File: src/rtl/img_pkg.sv
// Shared definitions for the image-pipeline memory reader/writer blocks.
package img_pkg;

    localparam int DEF_DATA_W = 8;

    typedef enum logic [2:0] {
        IDLE   = 3'd0,
        ACCEPT = 3'd1,
        WR1    = 3'd2,
        WR2    = 3'd3,
        FIN    = 3'd4
    } state_t;

    function automatic int frame_pix(input int img_w, input int img_h);
        return img_w * img_h;
    endfunction

endpackage

File: src/rtl/frame_buffer_writer.sv
// Captures pixel pairs over valid/ready and serialises them into single-port
// memory writes at raster addresses 0..IMG_W*IMG_H-1, one frame per start.
module frame_buffer_writer
    import img_pkg::*;
#(
    parameter int DATA_W = DEF_DATA_W,
    parameter int IMG_W  = 256,
    parameter int IMG_H  = 256,
    parameter int ADDR_W = 16
) (
    input  logic              clk,
    input  logic              rst_n,
    input  logic              start,
    input  logic [DATA_W-1:0] pix_in1,
    input  logic [DATA_W-1:0] pix_in2,
    input  logic              pix_valid,
    output logic              pix_ready,
    output logic              mem_we,
    output logic [ADDR_W-1:0] mem_addr,
    output logic [DATA_W-1:0] mem_wdata,
    output logic              busy,
    output logic              done
);

    localparam int FRAME_PIX = frame_pix(IMG_W, IMG_H);
    localparam logic [ADDR_W-1:0] LAST_ADDR = ADDR_W'(FRAME_PIX - 1);

    state_t            state;
    logic [ADDR_W-1:0] addr_cnt;
    logic [DATA_W-1:0] pair_2;
    logic              transfer;
    logic              last_written;

    assign transfer     = pix_valid && pix_ready;
    assign last_written = (state == WR2) && (mem_addr == LAST_ADDR);

    // mem_wdata itself serves as the first pair register: pix_in1 is loaded
    // straight into it on capture so the even write appears the next cycle.
    always_ff @(posedge clk or negedge rst_n) begin
        if (!rst_n) begin
            state     <= IDLE;
            addr_cnt  <= '0;
            pair_2    <= '0;
            pix_ready <= 1'b0;
            mem_we    <= 1'b0;
            mem_addr  <= '0;
            mem_wdata <= '0;
            busy      <= 1'b0;
            done      <= 1'b0;
        end else begin
            done <= 1'b0;
            case (state)
                IDLE: begin
                    if (start) begin
                        state     <= ACCEPT;
                        addr_cnt  <= '0;
                        pix_ready <= 1'b1;
                        busy      <= 1'b1;
                    end
                end
                ACCEPT, WR2: begin
                    if (last_written) begin
                        state     <= FIN;
                        mem_we    <= 1'b0;
                        pix_ready <= 1'b0;
                        done      <= 1'b1;
                    end else if (transfer) begin
                        state     <= WR1;
                        pair_2    <= pix_in2;
                        mem_wdata <= pix_in1;
                        mem_addr  <= addr_cnt;
                        addr_cnt  <= addr_cnt + ADDR_W'(1);
                        mem_we    <= 1'b1;
                        pix_ready <= 1'b0;
                    end else if (state == WR2) begin
                        state  <= ACCEPT;
                        mem_we <= 1'b0;
                    end
                end
                WR1: begin
                    state     <= WR2;
                    mem_addr  <= addr_cnt;
                    mem_wdata <= pair_2;
                    // Hold the counter on the final address so it never wraps.
                    if (addr_cnt != LAST_ADDR) begin
                        addr_cnt <= addr_cnt + ADDR_W'(1);
                    end
                    pix_ready <= (addr_cnt != LAST_ADDR);
                end
                FIN: begin
                    state <= IDLE;
                    busy  <= 1'b0;
                end
                default: begin
                    state     <= IDLE;
                    mem_we    <= 1'b0;
                    pix_ready <= 1'b0;
                    busy      <= 1'b0;
                end
            endcase
        end
    end

endmodule

File: config.mk
export PLATFORM = sky130hd
export DESIGN_NAME = frame_buffer_writer
export DESIGN_NICKNAME = d
export VERILOG_FILES = /design/src/rtl/img_pkg.sv /design/src/rtl/frame_buffer_writer.sv
export SDC_FILE = /design/constraint.sdc
export NUM_CORES = 1
export LEC_CHECK = 0
export BUFFER_PORTS_ARGS = -buffer_cell sky130_fd_sc_hd__buf_2
export CORE_UTILIZATION = 29
export DETAILED_ROUTE_END_ITERATION = 10
export GPL_TIMING_DRIVEN = 0
export PLACE_DENSITY = 0.46
export SYNTH_ARGS = -nofsm -noshare
export SYNTH_HDL_FRONTEND = slang
export SYNTH_SLANG_ARGS = --single-unit
File: constraint.sdc
create_clock -name clk -period 5 [get_ports clk]
set_clock_uncertainty 0.1 [all_clocks]
set_input_delay 0.5 -clock clk [delete_from_list [all_inputs] [get_ports clk]]
set_output_delay 0.5 -clock clk [all_outputs]
set_load 0.02 [all_outputs]
==> results of run 1 <==
## worst max-delay path: cells and delay by family (launching register included)
| kind | cells | cell delay, ps |
|---|---|---|
| flip-flops | 1 | 480 |
| AO/OA/AOI/OAI | 3 | 550 |
| buffers and inverters | 1 | 400 |
| AND/OR/NAND/NOR | 2 | 730 |
## power by group through the flow
stage | clock (mW) | combinational (mW) | sequential, mW
finish | 0.259 | 0.669 | 0.661
global route | 0.287 | 0.739 | 0.681
detailed placement | 0 | 0.679 | 0.670
global placement | 0 | 0.672 | 0.670
CTS | 0.269 | 0.680 | 0.663
floorplan | 0 | 0.405 | 0.725
## stage by stage
step / hold slack, ps / utilization [%] / area, um2
after global placement: 391 / 35.0 / 2930
final: 98.6 / 36.1 / 3030
after floorplan: 104 / - / 2560
after global routing: 183 / 36.1 / 3030
after detailed placement: 394 / 35.0 / 2930
after CTS: 308 / 36.1 / 3020
## final cells by class
type                       instances  area (um2)
buffer                            11        53.8
sequential                        55        1380
clock inverter                     3        23.8
timing repair buffer              47         238
multi-input combinational        160        1120
clock buffer                       5        68.8
tap                              105         131
inverter                           3        11.3
fill                             880        5360
## Yosys cell counts (3+ instances only)
cell type  number  area [um2]
mux2_2         20         225
o41ai_2         3        48.8
nand3_1        11        55.1
dfrtp_1        55        1380
mux2i_1         8        80.1
buf_2           4        20.0
inv_1           3        11.3
nor3_1          4        20.0
or3_1           3        18.8
and4_1          3        26.3
o21ai_0         6        30.0
nor2_1         19        71.3
a31oi_1         3        18.8
mux2_1          4        45.0
nand2b_1        5        31.3
a21oi_1        21         105
nand2_1        10        37.5
nand4_1         5        31.3
clkbuf_1        6        22.5
o31ai_1        12        90.1
## how the worst min path moves through the flow
stage,start,end,depth (start not counted)
global route,rst_n,mem_addr[10]$_DFFE_PN0P_,1
floorplan,rst_n,addr_cnt[0]$_DFFE_PN0P_,0
finish,rst_n,mem_addr[9]$_DFFE_PN0P_,1
CTS,pix_in2[3],pair_2[3]$_DFFE_PN0P_,2
global placement,pair_2[7]$_DFFE_PN0P_,pair_2[7]$_DFFE_PN0P_,1
detailed placement,busy$_DFFE_PN0P_,busy$_DFFE_PN0P_,2
## sequential cells by signal, indices dropped and copies added (netlist names)
signal and cells:
addr_cnt 16, busy 1, done 1, mem_addr 16
mem_wdata 8, mem_we 1, pair_2 8, pix_ready 1
state 3
## cells by family (layout without fill, tap and decap cells)
group	count (synthesis)	after routing	share of synthesized area, %
mux	32	32	13.7
flops	55	55	53.7
compound gates	56	56	15.0
buf+inv	14	69	2.54
fa+ha+maj	1	1	0.488
simple gates	71	71	14.6
## metal layers
metal,vias to the layer above,GRT usage [%]
met3,6,3.55
li1,948,-
met2,42,20.7
met4,0,3.73
met1,971,22.3
met5,-,0
==> impl_metrics.env, run 1 <==
export IMPL_status="completed"
export IMPL_crit_start="state[2]$_DFFE_PN0P_"
export IMPL_grt_usage_pct=14.7
export IMPL_antenna_found_initial=0
export IMPL_intPower_uw=929
export IMPL_cts_tree="done"
export IMPL_end_kind="flop"
export IMPL_ys_seq_area_share_pct=53.7
export IMPL_cts_resized=0
export IMPL_antenna_left=0
export IMPL_grt_max_degree=56
export IMPL_clock_latency_ps=310
export IMPL_powerDensity_nw_per_um2=525
export IMPL_worst_path_largest_cell_delay_ps=480
export IMPL_dr_pass1_iters=4
export IMPL_yosysWarnings=0
export IMPL_vias=1967
export IMPL_synth_edf_count=0
export IMPL_layout_commonest_cell="dfrtp_1"
export IMPL_ys_flop_type="dfrtp_1"
export IMPL_core_rowCount=33
export IMPL_die_h_um=96.0
export IMPL_async_flop_share_pct=100
export IMPL_io_buffer_count=47
export IMPL_worstSetupPathType="flop to flop"
export IMPL_die_w_um=96.0
export IMPL_core_area_um2=8380
export IMPL_syn_inst=229
export IMPL_diodes=0
export IMPL_cp_slowest_cell="dfrtp_1"
export IMPL_crit_end="addr_cnt[5]$_DFFE_PN0P_"
export IMPL_critPathLaunchType="flop"
export IMPL_final_cell_mix="dfrtp_1 (55), buf_2 (50), a21oi_1 (21), mux2_2 (20), nor2_1 (19)"
export IMPL_ioPinCount=48
export IMPL_wl_met3_um=284
export IMPL_synth_cell_types=38
export IMPL_syn_to_final_growth_pct=18.0
export IMPL_wire_per_inst_um=15.7
export IMPL_rsz0062_at_grt="false"
export IMPL_r2r_slack_ps=2640
export IMPL_r2r_cells=6
export IMPL_slew_violations=0
export IMPL_worst_slew_pin_slew_ps=769
export IMPL_p_total_mw=1.59
export IMPL_max_freq_mhz=424
export IMPL_dp_hpwl_um=4330
export IMPL_wirelength_um=6100
export IMPL_syn_nets=250
export IMPL_p_seq_share_pct=41.6
export IMPL_peakVddDrop_v=0.000218
export IMPL_place_ws_ps=2690
export IMPL_combPwrFrac_pct=42.1
export IMPL_clkSinkCount=55
export IMPL_drt_initial_drc_count=50
export IMPL_setup_viol=0
export IMPL_grt_pass1_wl_um=10200
export IMPL_cts_root_buf="clkbuf_8"
export IMPL_holdBufCountCts=0
export IMPL_netlist_area_um2=2560
export IMPL_fin_crit_ps=2360
export IMPL_reg2reg_to="addr_cnt[5]$_DFFE_PN0P_"
export IMPL_holdCritPathClass="primary input to asynchronous set/reset pin"
export IMPL_clk_pin_slew_worst_paths_ps=110
export IMPL_p_leak_nw=1.38
export IMPL_pwr_share_clk_pct=16.3
export IMPL_dp_cells=381
export IMPL_fin_ws_ps=2640
export IMPL_die_area_um2=9220
export IMPL_dr_wl_met2_um=2590
export IMPL_ys_seq_elements=55
export IMPL_path_cells="nand2b_1, nor3_1, a21o_1, clkbuf_1, o31ai_1, o41ai_2"
export IMPL_postCtsSetupRepairBufs=0
export IMPL_switchingPower_uw=661
export IMPL_syn_avg_cell_area_um2=11.2
export IMPL_top_layer_used="met4"
export IMPL_worstPathMaxFanout=10
export IMPL_vias_per_cell=5.06
export IMPL_grt_pass1_vias=1900
export IMPL_tns_ps=0
export IMPL_met1_length_um=3150
export IMPL_slew_headroom_pct=48.7
export IMPL_cap_violations=0
export IMPL_cts_buffers=5
export IMPL_final_instance_count_excl_fill=389
export IMPL_drc=0
export IMPL_start_util_pct=30.6
export IMPL_r2r_start="state[2]$_DFFE_PN0P_"
export IMPL_period_share_pct=47.2
export IMPL_post_route_cells_drive_above_1_share_pct=30.6
export IMPL_nNetsFinal=304
export IMPL_worstPathArrival_ps=2470
export IMPL_worstPathRequired_ps=5110
export IMPL_htreeDepth=2
export IMPL_swShare_pct=41.6
export IMPL_cts_buffer_depth=2
export IMPL_grt_remaining_overflow=0
export IMPL_hold_viol_final=0
export IMPL_place_gp_congestion=0.759
No activity file was read; power rests on OpenSTA's default activity.
==> run 2: changes to the inputs <==
Clock period 5 ns to 2.3 ns, I/O delays scaled along.
==> impl_metrics.env, run 2 (same netlist as run 1, synthesis figures left out) <==
export IMPL_core_area_um2=8380
export IMPL_dr_pass1_iters=4
export IMPL_switchingPower_mw=1.43
export IMPL_use_met1_pct=22.3
export IMPL_final_cell_mix="dfrtp_1 (55), buf_2 (49), a21oi_1 (21), mux2_2 (20), nor2_1 (19)"
export IMPL_largestRegisters="addr_cnt (16), mem_addr (16)"
export IMPL_postPlaceCellArea_um2=2930
export IMPL_slew_headroom_pct=49.1
export IMPL_dp_hpwl_um=4330
export IMPL_timing_hold_ws_ps=40.5
export IMPL_powerDensity_nw_per_um2=1130
export IMPL_max_freq_mhz=455
export IMPL_holdCritPathClass="primary input to flop"
export IMPL_nNetsFinal=305
export IMPL_cts_tree="done"
export IMPL_status="completed"
export IMPL_io_buffer_count=47
export IMPL_grt_usage_pct=14.7
export IMPL_cap_violations=0
export IMPL_r2r_slack_ps=100
export IMPL_fin_crit_ps=2200
export IMPL_combPwrFrac_pct=42.4
export IMPL_die_w_um=96.0
export IMPL_worst_slew_pin_slew_ps=764
export IMPL_syn_to_final_growth_pct=19.4
export IMPL_cts_buffers=5
export IMPL_die_area_um2=9220
export IMPL_gr_usage_met2_pct=20.7
export IMPL_intPower_mw=2.03
export IMPL_post_route_cells_drive_above_1_share_pct=32.3
export IMPL_period_share_pct=95.6
export IMPL_cts_buffer_depth=2
export IMPL_regArea_um2=1380
export IMPL_hold_path_depth=2
export IMPL_core_rowCount=33
export IMPL_ioPinCount=48
export IMPL_wirelength_um=6050
export IMPL_die_h_um=96.0
export IMPL_diodes=0
export IMPL_grt_util_met3_pct=3.55
export IMPL_r2r_cells=8
export IMPL_clkSinkCount=55
export IMPL_worstSetupPathType="flop to flop"
export IMPL_pwr_share_clk_pct=16.2
export IMPL_worstPathArrival_ps=2320
export IMPL_finalInstanceArea_um2=3060
export IMPL_p_seq_share_pct=41.4
export IMPL_layout_commonest_cell="dfrtp_1"
export IMPL_htreeDepth=2
export IMPL_clk_pin_slew_worst_paths_ps=100
export IMPL_swShare_pct=41.4
export IMPL_top_usage_layer="met1"
export IMPL_critPathLaunchType="flop"
export IMPL_grt_pass1_wl_um=10200
export IMPL_hold_viol_final=0
export IMPL_peakVddDrop_v=0.000473
export IMPL_cts_root_buf="clkbuf_8"
export IMPL_grt_max_degree=56
export IMPL_antenna_found_initial=0
export IMPL_slew_violations=0
export IMPL_place_ws_ps=-12.6
export IMPL_setup_viol=0
export IMPL_vias_per_cell=5.06
export IMPL_vias=1975
export IMPL_multiInputGateArea_um2=1140
export IMPL_grt_pass1_vias=1900
export IMPL_end_kind="flop"
export IMPL_wire_per_inst_um=15.5
export IMPL_place_gp_congestion=0.759
export IMPL_p_leak_nw=1.41
export IMPL_rsz0062_at_grt="true"
export IMPL_drt_initial_drc_count=68
export IMPL_worstPathMaxFanout=9
export IMPL_fin_ws_ps=100
export IMPL_worstPathRequired_ps=2420
export IMPL_nFillCells=882
export IMPL_postCtsSetupRepairBufs=0
export IMPL_antenna_left=0
export IMPL_tns_ps=0
export IMPL_clock_latency_ps=310
export IMPL_start_util_pct=30.6
export IMPL_drc=0
export IMPL_grt_remaining_overflow=0
run 2: layer usage:
layer  up-vias  wire length (um)
li1        951                 -
met1       974              3090
met2        44              2590
met3         6               306
met4         0                68
met5         -                 0
run 2: area by class of cell:
| class | instances | share of cell area [%] |
|---|---|---|
| buffer | 11 | 1.92 |
| clock buffer | 5 | 2.25 |
| clock inverter | 3 | 0.776 |
| inverter | 3 | 0.368 |
| multi-input combinational | 160 | 37.4 |
| sequential | 55 | 45.0 |
| tap | 105 | 4.29 |
| timing repair buffer | 48 | 8.09 |
run 2: worst paths after layout:
kind                                           endpoint                    start
worst max-delay path            addr_cnt[6]$_DFFE_PN0P_  addr_cnt[0]$_DFFE_PN0P_
worst min-delay path              pair_2[3]$_DFFE_PN0P_               pix_in2[3]
worst max register to register  addr_cnt[6]$_DFFE_PN0P_  addr_cnt[0]$_DFFE_PN0P_
worst min register to register    pair_2[6]$_DFFE_PN0P_    pair_2[6]$_DFFE_PN0P_
max in group asynchronous       addr_cnt[1]$_DFFE_PN0P_                    rst_n
min in group asynchronous       mem_addr[9]$_DFFE_PN0P_                    rst_n
run 2: repair_timing:
action / 4_1_cts / 5_1_grt
gates resized for setup: 1 / 7
setup endpoints to repair: 8 / 43
pin swaps: 0 / 1
endpoints found under the hold margin: 0 / 55
hold buffers: 0 / 1
run 2: power by group through the flow:
stage          sequential (mW)  clock (mW)  combinational (mW)
2_1_floorplan             1.58           0               0.881
3_3_place_gp              1.46           0                1.46
3_5_place_dp              1.46           0                1.48
4_1_cts                   1.44       0.584                1.48
5_1_grt                   1.48       0.624                1.62
6_report                  1.44       0.560                1.47
run 2: metrics by stage:
| step | utilization [%] | std cells | total power, mW |
|---|---|---|---|
| 2_1_floorplan | - | 229 | 2.46 |
| 3_3_place_gp | 35.0 | 381 | 2.92 |
| 3_5_place_dp | 35.0 | 381 | 2.93 |
| 4_1_cts | 36.1 | 389 | 3.51 |
| 5_1_grt | 36.5 | 390 | 3.73 |
| 6_report | 36.5 | 390 | 3.46 |
run 2: critical path: stages, from the launching register on:
cell and delay, ps:
dfrtp_1 440, ha_1 260, nand3_1 170, nor3_4 80, and4_1 180, buf_2 160
or3_1 320, buf_6 160, o31ai_1 240
